### src/rtl/led_pulse_pkg.sv
// Shared types and helpers for the timed indicator-output blocks.
package led_pulse_pkg;

    typedef enum logic [1:0] {
        IDLE = 2'd0,
        ON   = 2'd1,
        OFF  = 2'd2,
        FIN  = 2'd3
    } state_t;

    // Counter width able to hold 0 .. v-1; never narrower than one bit.
    function automatic int presc_width(input int v);
        return (v > 1) ? $clog2(v) : 1;
    endfunction

endpackage

### src/rtl/led_pulse_driver_tick_gen.sv
// tick_gen: free-running prescaler emitting a one-cycle tick every PRESCALE
// enabled cycles; clear restarts the count at 0.
module tick_gen
    import led_pulse_pkg::*;
#(
    parameter int PRESCALE = 50000
) (
    input  logic clk_i,
    input  logic rst_i,
    input  logic clear_i,
    input  logic enable_i,
    output logic tick_o
);

    localparam int             W    = presc_width(PRESCALE);
    localparam logic [W-1:0]   LAST = W'(PRESCALE - 1);

    logic [W-1:0] cnt_q, cnt_d;

    always_comb begin
        cnt_d = cnt_q;
        if (clear_i) begin
            cnt_d = '0;
        end else if (enable_i) begin
            cnt_d = (cnt_q == LAST) ? '0 : cnt_q + 1'b1;
        end
    end

    always_ff @(posedge clk_i) begin
        if (rst_i) begin
            cnt_q <= '0;
        end else begin
            cnt_q <= cnt_d;
        end
    end

    // Depends only on registered state so clear (derived from tick) cannot loop back.
    assign tick_o = enable_i && (cnt_q == LAST);

endmodule

### src/rtl/led_pulse_driver.sv
// Burst generator for an active-low indicator pin: N timed ON/OFF pulses per start.
// Optional abort input enabled by defining LED_PULSE_ABORT_EN.
//
// state | meaning
// IDLE  | waiting for start, pin inactive
// ON    | pin active for ON_TICKS ticks
// OFF   | pin inactive for OFF_TICKS ticks
// FIN   | one-cycle completion strobe, still busy
module led_pulse_driver
    import led_pulse_pkg::*;
#(
    parameter int PRESCALE  = 50000,
    parameter int ON_TICKS  = 8,
    parameter int OFF_TICKS = 8,
    parameter int CNT_W     = 4
) (
    input  logic             clk_i,
    input  logic             rst_i,
    input  logic             start_i,
    input  logic [CNT_W-1:0] count_i,
`ifdef LED_PULSE_ABORT_EN
    input  logic             abort_i,
`endif
    output logic             busy_o,
    output logic             done_o,
    output logic             ledout_n_o
);

    localparam int            MAX_TICKS = (ON_TICKS > OFF_TICKS) ? ON_TICKS : OFF_TICKS;
    localparam int            TW        = presc_width(MAX_TICKS);
    localparam logic [TW-1:0] ON_LOAD   = TW'(ON_TICKS - 1);
    localparam logic [TW-1:0] OFF_LOAD  = TW'(OFF_TICKS - 1);

    state_t           state_q, state_d;
    logic [CNT_W-1:0] pulses_q, pulses_d;
    logic [TW-1:0]    ticks_q, ticks_d;
    logic             busy_q, busy_d;
    logic             done_q, done_d;
    logic             led_n_q, led_n_d;
    logic             tick;
    logic             presc_clear;
    logic             presc_en;

    assign presc_en    = (state_q == ON) || (state_q == OFF);
    assign presc_clear = (state_d != state_q);

    tick_gen #(
        .PRESCALE(PRESCALE)
    ) u_tick_gen (
        .clk_i    (clk_i),
        .rst_i    (rst_i),
        .clear_i  (presc_clear),
        .enable_i (presc_en),
        .tick_o   (tick)
    );

    always_comb begin
        state_d  = state_q;
        pulses_d = pulses_q;
        ticks_d  = ticks_q;
        unique case (state_q)
            IDLE: begin
                if (start_i) begin
                    pulses_d = count_i;
                    if (count_i != '0) begin
                        state_d = ON;
                        ticks_d = ON_LOAD;
                    end else begin
                        state_d = FIN;
                    end
                end
            end
            ON: begin
                if (tick) begin
                    if (ticks_q == '0) begin
                        state_d  = OFF;
                        ticks_d  = OFF_LOAD;
                        pulses_d = pulses_q - 1'b1;
                    end else begin
                        ticks_d = ticks_q - 1'b1;
                    end
                end
            end
            OFF: begin
                if (tick) begin
                    if (ticks_q == '0) begin
                        // pulses_q already holds the post-decrement remaining count
                        if (pulses_q == '0) begin
                            state_d = FIN;
                        end else begin
                            state_d = ON;
                            ticks_d = ON_LOAD;
                        end
                    end else begin
                        ticks_d = ticks_q - 1'b1;
                    end
                end
            end
            FIN: begin
                state_d = IDLE;
            end
            default: begin
                state_d = IDLE;
            end
        endcase
`ifdef LED_PULSE_ABORT_EN
        if (abort_i && (state_q != IDLE)) begin
            state_d  = IDLE;
            pulses_d = '0;
            ticks_d  = '0;
        end
`endif
        busy_d  = (state_d != IDLE);
        done_d  = (state_d == FIN);
        led_n_d = (state_d != ON);
    end

    always_ff @(posedge clk_i) begin
        if (rst_i) begin
            state_q  <= IDLE;
            pulses_q <= '0;
            ticks_q  <= '0;
            busy_q   <= 1'b0;
            done_q   <= 1'b0;
            led_n_q  <= 1'b1;
        end else begin
            state_q  <= state_d;
            pulses_q <= pulses_d;
            ticks_q  <= ticks_d;
            busy_q   <= busy_d;
            done_q   <= done_d;
            led_n_q  <= led_n_d;
        end
    end

    assign busy_o     = busy_q;
    assign done_o     = done_q;
    assign ledout_n_o = led_n_q;

endmodule
### config.mk
export PLATFORM = sky130hd
export DESIGN_NAME = led_pulse_driver
export DESIGN_NICKNAME = d
export VERILOG_FILES = /design/src/rtl/led_pulse_pkg.sv /design/src/rtl/led_pulse_driver_tick_gen.sv /design/src/rtl/led_pulse_driver.sv
export SDC_FILE = /design/constraint.sdc
export NUM_CORES = 1
export LEC_CHECK = 0
export ABC_AREA = 1
export ABC_CLOCK_PERIOD_IN_PS = 2900
export CORE_MARGIN = 2
export CORE_UTILIZATION = 40
export CTS_BUF_LIST = sky130_fd_sc_hd__clkbuf_8
export DETAILED_ROUTE_END_ITERATION = 12
export GPL_ROUTABILITY_DRIVEN = 0
export PLACE_DENSITY = 0.59
export SYNTH_ARGS = -nofsm -noshare
export SYNTH_HDL_FRONTEND = slang
export SYNTH_SLANG_ARGS = --single-unit
### constraint.sdc
create_clock -name clk_i -period 2.9 [get_ports clk_i]
set_input_delay 0.58 -clock clk_i [delete_from_list [all_inputs] [get_ports clk_i]]
set_output_delay 0.58 -clock clk_i [all_outputs]
set_load 0.02 [all_outputs]
==> summary.md, run 1 <==
| Metric | Value |
|---|---|
| Post-Syn Area | 0.00177 sq mm |
| CTS resizes | 0 |
| Outcome | finished, final reports clean |
| Most frequent cells in the layout | 43 x nand2_1, 29 x inv_1, 28 x dfxtp_1 |
| Max VDD drop | 0.394 mV |
| First-pass detailed-route iteration total | 4 |
| Utilization after layout | 45.9% |
| Top cells by area, synth | dfxtp_1 32%, nand2_1 9.1%, ha_1 6.4% |
| Yosys cell types | 36 |
| Vias in the first global route | 1417 |
| Setup crit end kind | flip-flop |
| Core ar. | 0.00429 sq mm |
| Total GRT Usage | 16.3% |
| Commonest non-fill, non-tap cell in the layout | nand2_1 |
| Clock tree root driver cell | clkbuf_8 |
| Drt wl/cell | 12.3 um |
| Seq/Total Area, Yosys | between 30% and 40% |
| Grt ovf | 0 |
| R2R Setup Slk | 0.64 ns |
| Final Cycle Share | 77.9% |
| PD cells | 545 mW/mm^2 |
| Setup Viol. Count Final | 0 |
| DP HPWL | 2810 um |
| Reg2reg end | u_tick_gen.cnt_q[15] |
| Routed Antenna Nets | 0 |
| Multi-input logic area | 0.00106 sq mm |
| Fin. max-slew vios | 0 |
| Initial DRC count | 83 |
| H-tree Lvls | 1 |
| Die X | between 70 and 80 um |
| #FFs+latches synth | 28 |
| Area grow syn2layout | 11.5% |
| Data arrival, critical path | 2.46 ns |
| Pin count of the biggest net entering global routing | 17 |
| DRC | 0 |
| YS warnings | 0 |
| Worst-path cell chain | inv_1, ha_1, inv_2, nor3_1, nand4_1, nor2_1, nand3_1, o21bai_1, nand3_1, nor3_1 |
| CTS Hold Bufs | 0 |
| Postcts setup bufs | 0 |
| Startpoint types | flip-flop |
| Top cell type's share of synthesized area | 31.7% |
| Hold_sp | ticks_q[0] |
| TNS Setup | 0 ns |
| DRT Wirelength | 3680 um |
| Rows | 24 |
| First-pass GRT wire length | 6600 um |
| RSZ-0062 raised after global routing | no |
| Crit Path Class | reg2reg |
| Die ar. | 0.00497 sq mm |
| Initial Utilization | 41.2% |
| PortBufs | 9 |
| Share of cells above drive strength 1 | between 10 and 15% |
| Post-synth top area cell | dfxtp_1 |
| Clk pin slew, worst setup/hold paths | 0.10 ns |
| Clk buf depth | 2 |
| Crit path time final | 2.26 ns |
| Leakage power | 0.754 nW |
| Die height | 70.5 um |
| Post-Syn Nets | 253 |
| CP required | 3.10 ns |
| CP max-delay cell | dfxtp_1 |
| Hold crit path type | reg2reg |
| CP Max Fanout | 6 |
| Critical path's largest stage delay | 0.45 ns |
| Mapped Cells | 237 |
| Antenna Cells | 0 |
| CTS Sinks | 28 |
| Fmax | 0.443 GHz |
| WHS Endpoint | ticks_q[0] |
| CP bufs+invs | 2 |
| Max-cap violations | 0 |
| Worst slew pin tran | 0.417 ns |
| Vias per cell | 5.04 |
| Worst Hold Depth | 1 |
| TritonCTS clock tree | done |
| Seq. cell area | 561 sq um |
| Num ports | 10 |
| FILL cells | 456 |
| Final layout net count | 265 |
| Syn avg cell area | roughly 7.5 sq um |
| Final hold vios | 0 |
| Reg2reg path depth | 10 |
| Top cell family by delay on the critical path | simple AND/OR/NAND/NOR gates |
| Vias | approximately 1500 |
| R2R Path Start | state_q[1] |
| Cts bufs inserted | 3 |
| Worst slew margin | a little under three quarters |
| Antenna violations before repair | 0 |
| Clock skew | 0.00637 ns |
| Clock latency on the worst-skew pair | 0.28 ns |
worst max-delay path by stage:
stage | from | to | slack [ns] | cells past startpoint
after global routing | state_q[1] | u_tick_gen.cnt_q[15] | 0.30 | 10
final | state_q[1] | u_tick_gen.cnt_q[15] | 0.64 | 10
after CTS | state_q[1] | u_tick_gen.cnt_q[15] | 0.63 | 10
after detailed placement | count_i[2] | u_tick_gen.cnt_q[1] | 0.51 | 8
after floorplan | state_q[1] | u_tick_gen.cnt_q[14] | 0.97 | 13
after global placement | count_i[2] | u_tick_gen.cnt_q[13] | 0.54 | 8
final cells by class:
| type | instances | share of cell area (%) |
|---|---|---|
| flip-flops and latches | 28 | 28.4 |
| clock inverters | 1 | 1.52 |
| multi-input cells | 174 | 53.6 |
| clock buffers | 3 | 2.09 |
| inverters | 32 | 6.09 |
| well taps | 52 | 3.30 |
| repair buffers | 10 | 4.95 |
power breakdown:
group	switching [mW]	leakage (nW)	internal, mW
Combinational	0.212	0.490	0.110
Sequential	0.0250	0.228	0.419
Clock	0.125	0.0357	0.185
Total	0.362	0.754	0.713
stage by stage:
| stage | hold slack, ns | instances | worst slack, ns | power [mW] | area, sq um |
|---|---|---|---|---|---|
| after floorplan | 0.426 | 237 | 0.966 | 0.702 | 1770 |
| after global placement | 0.446 | 296 | 0.544 | 0.779 | 1900 |
| after detailed placement | 0.444 | 296 | 0.514 | 0.775 | 1900 |
| after CTS | 0.462 | 300 | 0.633 | 1.09 | 1970 |
| after global routing | 0.497 | 300 | 0.299 | 1.15 | 1970 |
| final | 0.457 | 300 | 0.640 | 1.08 | 1970 |
cells in the mapped netlist, drive strengths merged:
cell type	instances
o21bai	2
nand2	50
a21oi	6
a211oi	2
xnor2	2
inv	32
dfxtp	28
or2	1
nand3b	2
buf	3
o31ai	1
a31oi	1
o21ai	16
nor3b	1
nor4	1
nor2	27
a221oi	1
and3	1
o211ai	1
nand3	18
nor3	21
ha	9
nand4	5
xor2	5
a22oi	1
sequential cells by signal, indices dropped and copies added, names as in the netlist:
name              count
busy_o                1
done_o                1
state_q               2
ledout_n_o            1
pulses_q              4
ticks_q               3
u_tick_gen.cnt_q     16
logic make-up (layout without fill, tap and decap cells):
logic type | count (synthesis) | in the layout | synth area share (%)
AND/OR/NAND/NOR | 127 | 127 | 39.9
buffers and inverters | 35 | 46 | 8.49
AO/OA/AOI/OAI | 31 | 31 | 10.0
flip-flops | 28 | 28 | 31.7
adder cells (fa/ha/maj) | 9 | 9 | 6.37
XOR/XNOR | 7 | 7 | 3.47
worst register-to-register path, cell delays in order, from the launching register on:
cell and delay (ns):
dfxtp_1 0.45, inv_1 0.14, ha_1 0.42, inv_2 0.11, nor3_1 0.19, nand4_1 0.16, nor2_1 0.19, nand3_1 0.15
o21bai_1 0.15, nand3_1 0.07, nor3_1 0.15
metal layers:
metal	global-route usage, %	share of wire [%]	vias up
li1	-	-	807
met1	21.8	52	686
met2	27.4	46	16
met3	3.32	2.0	2
met4	2.56	0.41	0
met5	0	0	-
No activity file was read; power rests on OpenSTA's default activity.
==> run 2: changes to the inputs <==
- ABC_CLOCK_PERIOD_IN_PS: 2900 -> 2100
- clock period: 2.9 -> 2.1 ns (I/O delays scaled with it)
==> run 2 against run 1 <==
Against the previous run:
- clock power rose by 40%
- combinational power rose by 60%
- sequential power rose by 37%
- non-clock buffer count rose by 11
- largest power group unchanged
- clock skew barely moved
- die area did not move
- wire length rose by 3.0%
==> summary.md, run 2 (synthesized netlist as in run 1, its figures left out) <==
| Metric | Value |
|---|---|
| Max reg flops | 16 (unchanged) |
| Vias per cell | 4.98 (-1.2%) |
| Dpl cells | 307 (+3.7%) |
| Setup Viol. Count Final | 0 (unchanged) |
| Critical path's largest stage delay | 0.36 ns (-0.09 ns) |
| Drt wl/cell | 12.2 um (-0.60%) |
| Hold crit path type | reg2reg |
| Total GRT Usage | 16.8% (+0.52 points) |
| DP HPWL | 2940 um (+4.7%) |
| Worst-path cell chain | inv_2, ha_4, inv_2, nor3_1, nand4_1, nor2_2, buf_4, nand2_1, xor2_1, nor3_1 |
| Crit Path Class | reg2reg |
| TritonCTS clock tree | done |
| CP max-delay cell | dfxtp_1 |
| Area grow syn2layout | 19.0% |
| Clock tree root driver cell | clkbuf_8 |
| PD cells | 740 mW/mm^2 (+36%) |
| Clk pin slew, worst setup/hold paths | 0.10 ns (about the same) |
| Final non-filler cell total | 311 (+3.7%) |
| Leakage power | 0.812 nW (+7.7%) |
| CP required | 2.31 ns (-0.79 ns) |
| Die X | 70.5 um (unchanged) |
| Crit path time final | 1.93 ns (-0.334 ns) |
| Initial DRC count | 36 (-57%) |
| H-tree Lvls | 1 (unchanged) |
| Commonest non-fill, non-tap cell in the layout | nand2_1 |
| Rows | 24 (unchanged) |
| Initial Utilization | 41.2% (unchanged) |
| Most frequent cells in the layout | 42 x nand2_1, 27 x inv_1, 27 x dfxtp_1 |
| DRT Wirelength | 3800 um (+3.0%) |
| Vias in the first global route | 1552 (+9.5%) |
| Clk buf depth | 2 (unchanged) |
| First-pass GRT wire length | 6810 um (+3.2%) |
| Final Cycle Share | 91.7% (+14 points) |
| Die ar. | 0.00497 sq mm (unchanged) |
| Top Registers | u_tick_gen.cnt_q x16, pulses_q x4, ticks_q x3 |
| CTS Hold Bufs | 0 (unchanged) |
| First-pass detailed-route iteration total | 4 (unchanged) |
| Antenna Cells | 0 (unchanged) |
| Outcome | finished, final reports clean |
| Utilization after layout | 49.0% (+3.1 points) |
| Max-cap violations | 0 (unchanged) |
| PortBufs | 9 (unchanged) |
| Setup crit end kind | flip-flop |
| Final hold vios | 0 (unchanged) |
| Num ports | 10 (unchanged) |
| Grt ovf | 0 (unchanged) |
| DRC | 0 (unchanged) |
| Top reg by flops | u_tick_gen.cnt_q |
| Share of cells above drive strength 1 | 22.0% (+7.1 points) |
| Worst slew margin | 72.0% (about the same) |
| Vias | 1548 (+2.4%) |
| Fmax | 0.519 GHz (+17%) |
| CP Max Fanout | 5 (-1) |
| Antenna violations before repair | 0 (unchanged) |
| Die height | 70.5 um (unchanged) |
| Core ar. | 0.00429 sq mm (unchanged) |
| Fin. max-slew vios | 0 (unchanged) |
| CTS Sinks | 28 (unchanged) |
| Data arrival, critical path | 2.13 ns (-0.33 ns) |
| Clock latency on the worst-skew pair | 0.28 ns (about the same) |
| Startpoint types | flip-flop |
| Cts bufs inserted | 3 (unchanged) |
| Pin count of the biggest net entering global routing | 17 (unchanged) |
| Routed Antenna Nets | 0 (unchanged) |
| Max VDD drop | 0.401 mV (+1.6%) |
| Final layout net count | 276 (+4.2%) |
| Worst slew pin tran | 0.416 ns (-0.000748 ns) |
| Total Power | 1.56 mW (+45%) |
| Clock skew | 0.00616 ns (-0.000202 ns) |
-- run 2: through the flow --
step / hold WS [ns] / setup TNS (ns) / instance area, sq um / setup slack (ns)
floorplan: 0.426 / 0 / 1770 / 0.166
global placement: 0.440 / -0.389 / 2000 / -0.0316
detailed placement: 0.446 / -0.838 / 2000 / -0.0794
CTS: 0.463 / 0 / 2070 / 0.0121
global route: 0.456 / -0.0136 / 2100 / -0.00840
finish: 0.431 / 0 / 2100 / 0.174
-- run 2: final cells by class --
class | instances | area, sq um
timing repair buffer | 21 | 193
tap | 52 | 65.1
sequential | 28 | 562
inverter | 32 | 120
clock inverter | 1 | 30.0
multi-input combinational | 174 | 1090
clock buffer | 3 | 41.3
fill | 443 | 2190
-- run 2: critical path, delay by kind of cell (launching register included) --
| kind | cells | cell delay, ns |
|---|---|---|
| AND/OR/NAND/NOR | 5 | 0.78 |
| flip-flops | 1 | 0.36 |
| XOR/XNOR | 1 | 0.15 |
| buffers and inverters | 3 | 0.28 |
| adder cells (fa/ha/maj) | 1 | 0.29 |
-- run 2: report_power, final --
part	total (mW)	internal (mW)	switching, mW	leakage [nW]
sequential	0.609	0.579	0.0301	0.229
combinational	0.514	0.202	0.312	0.548
clock	0.433	0.255	0.177	0.0357
-- run 2: timing repair --
action / 4_1_cts / 5_1_grt
buffers inserted: 0 / 0
gates resized for setup: 0 / 10
endpoints found under the hold margin: 0 / 0
setup endpoints to repair: 0 / 20
-- run 2: path summary, 6_finish.rpt --
kind | start | to | slack [ns] | cells after the start
worst min register to register | ticks_q[0] | ticks_q[0] | 0.43 | 1
worst min-delay path | ticks_q[0] | ticks_q[0] | 0.43 | 1
worst max register to register | state_q[0] | u_tick_gen.cnt_q[13] | 0.17 | 10
worst max-delay path | state_q[0] | u_tick_gen.cnt_q[13] | 0.17 | 10
-- run 2: per-layer routing --
metal  part of all wire [%]  up-vias  track usage (%)
li1                       -      827                -
met1                     46      698             20.9
met2                     50       19             29.1
met3                    3.4        4             4.04
met4                   0.95        0             3.63
met5                      0        -                0
==> run 3: changes to the inputs <==
- CAP_MARGIN: not set -> 30
==> results of run 3 <==
Same layout as run 2: the final DEF is identical, and so are final timing and power.
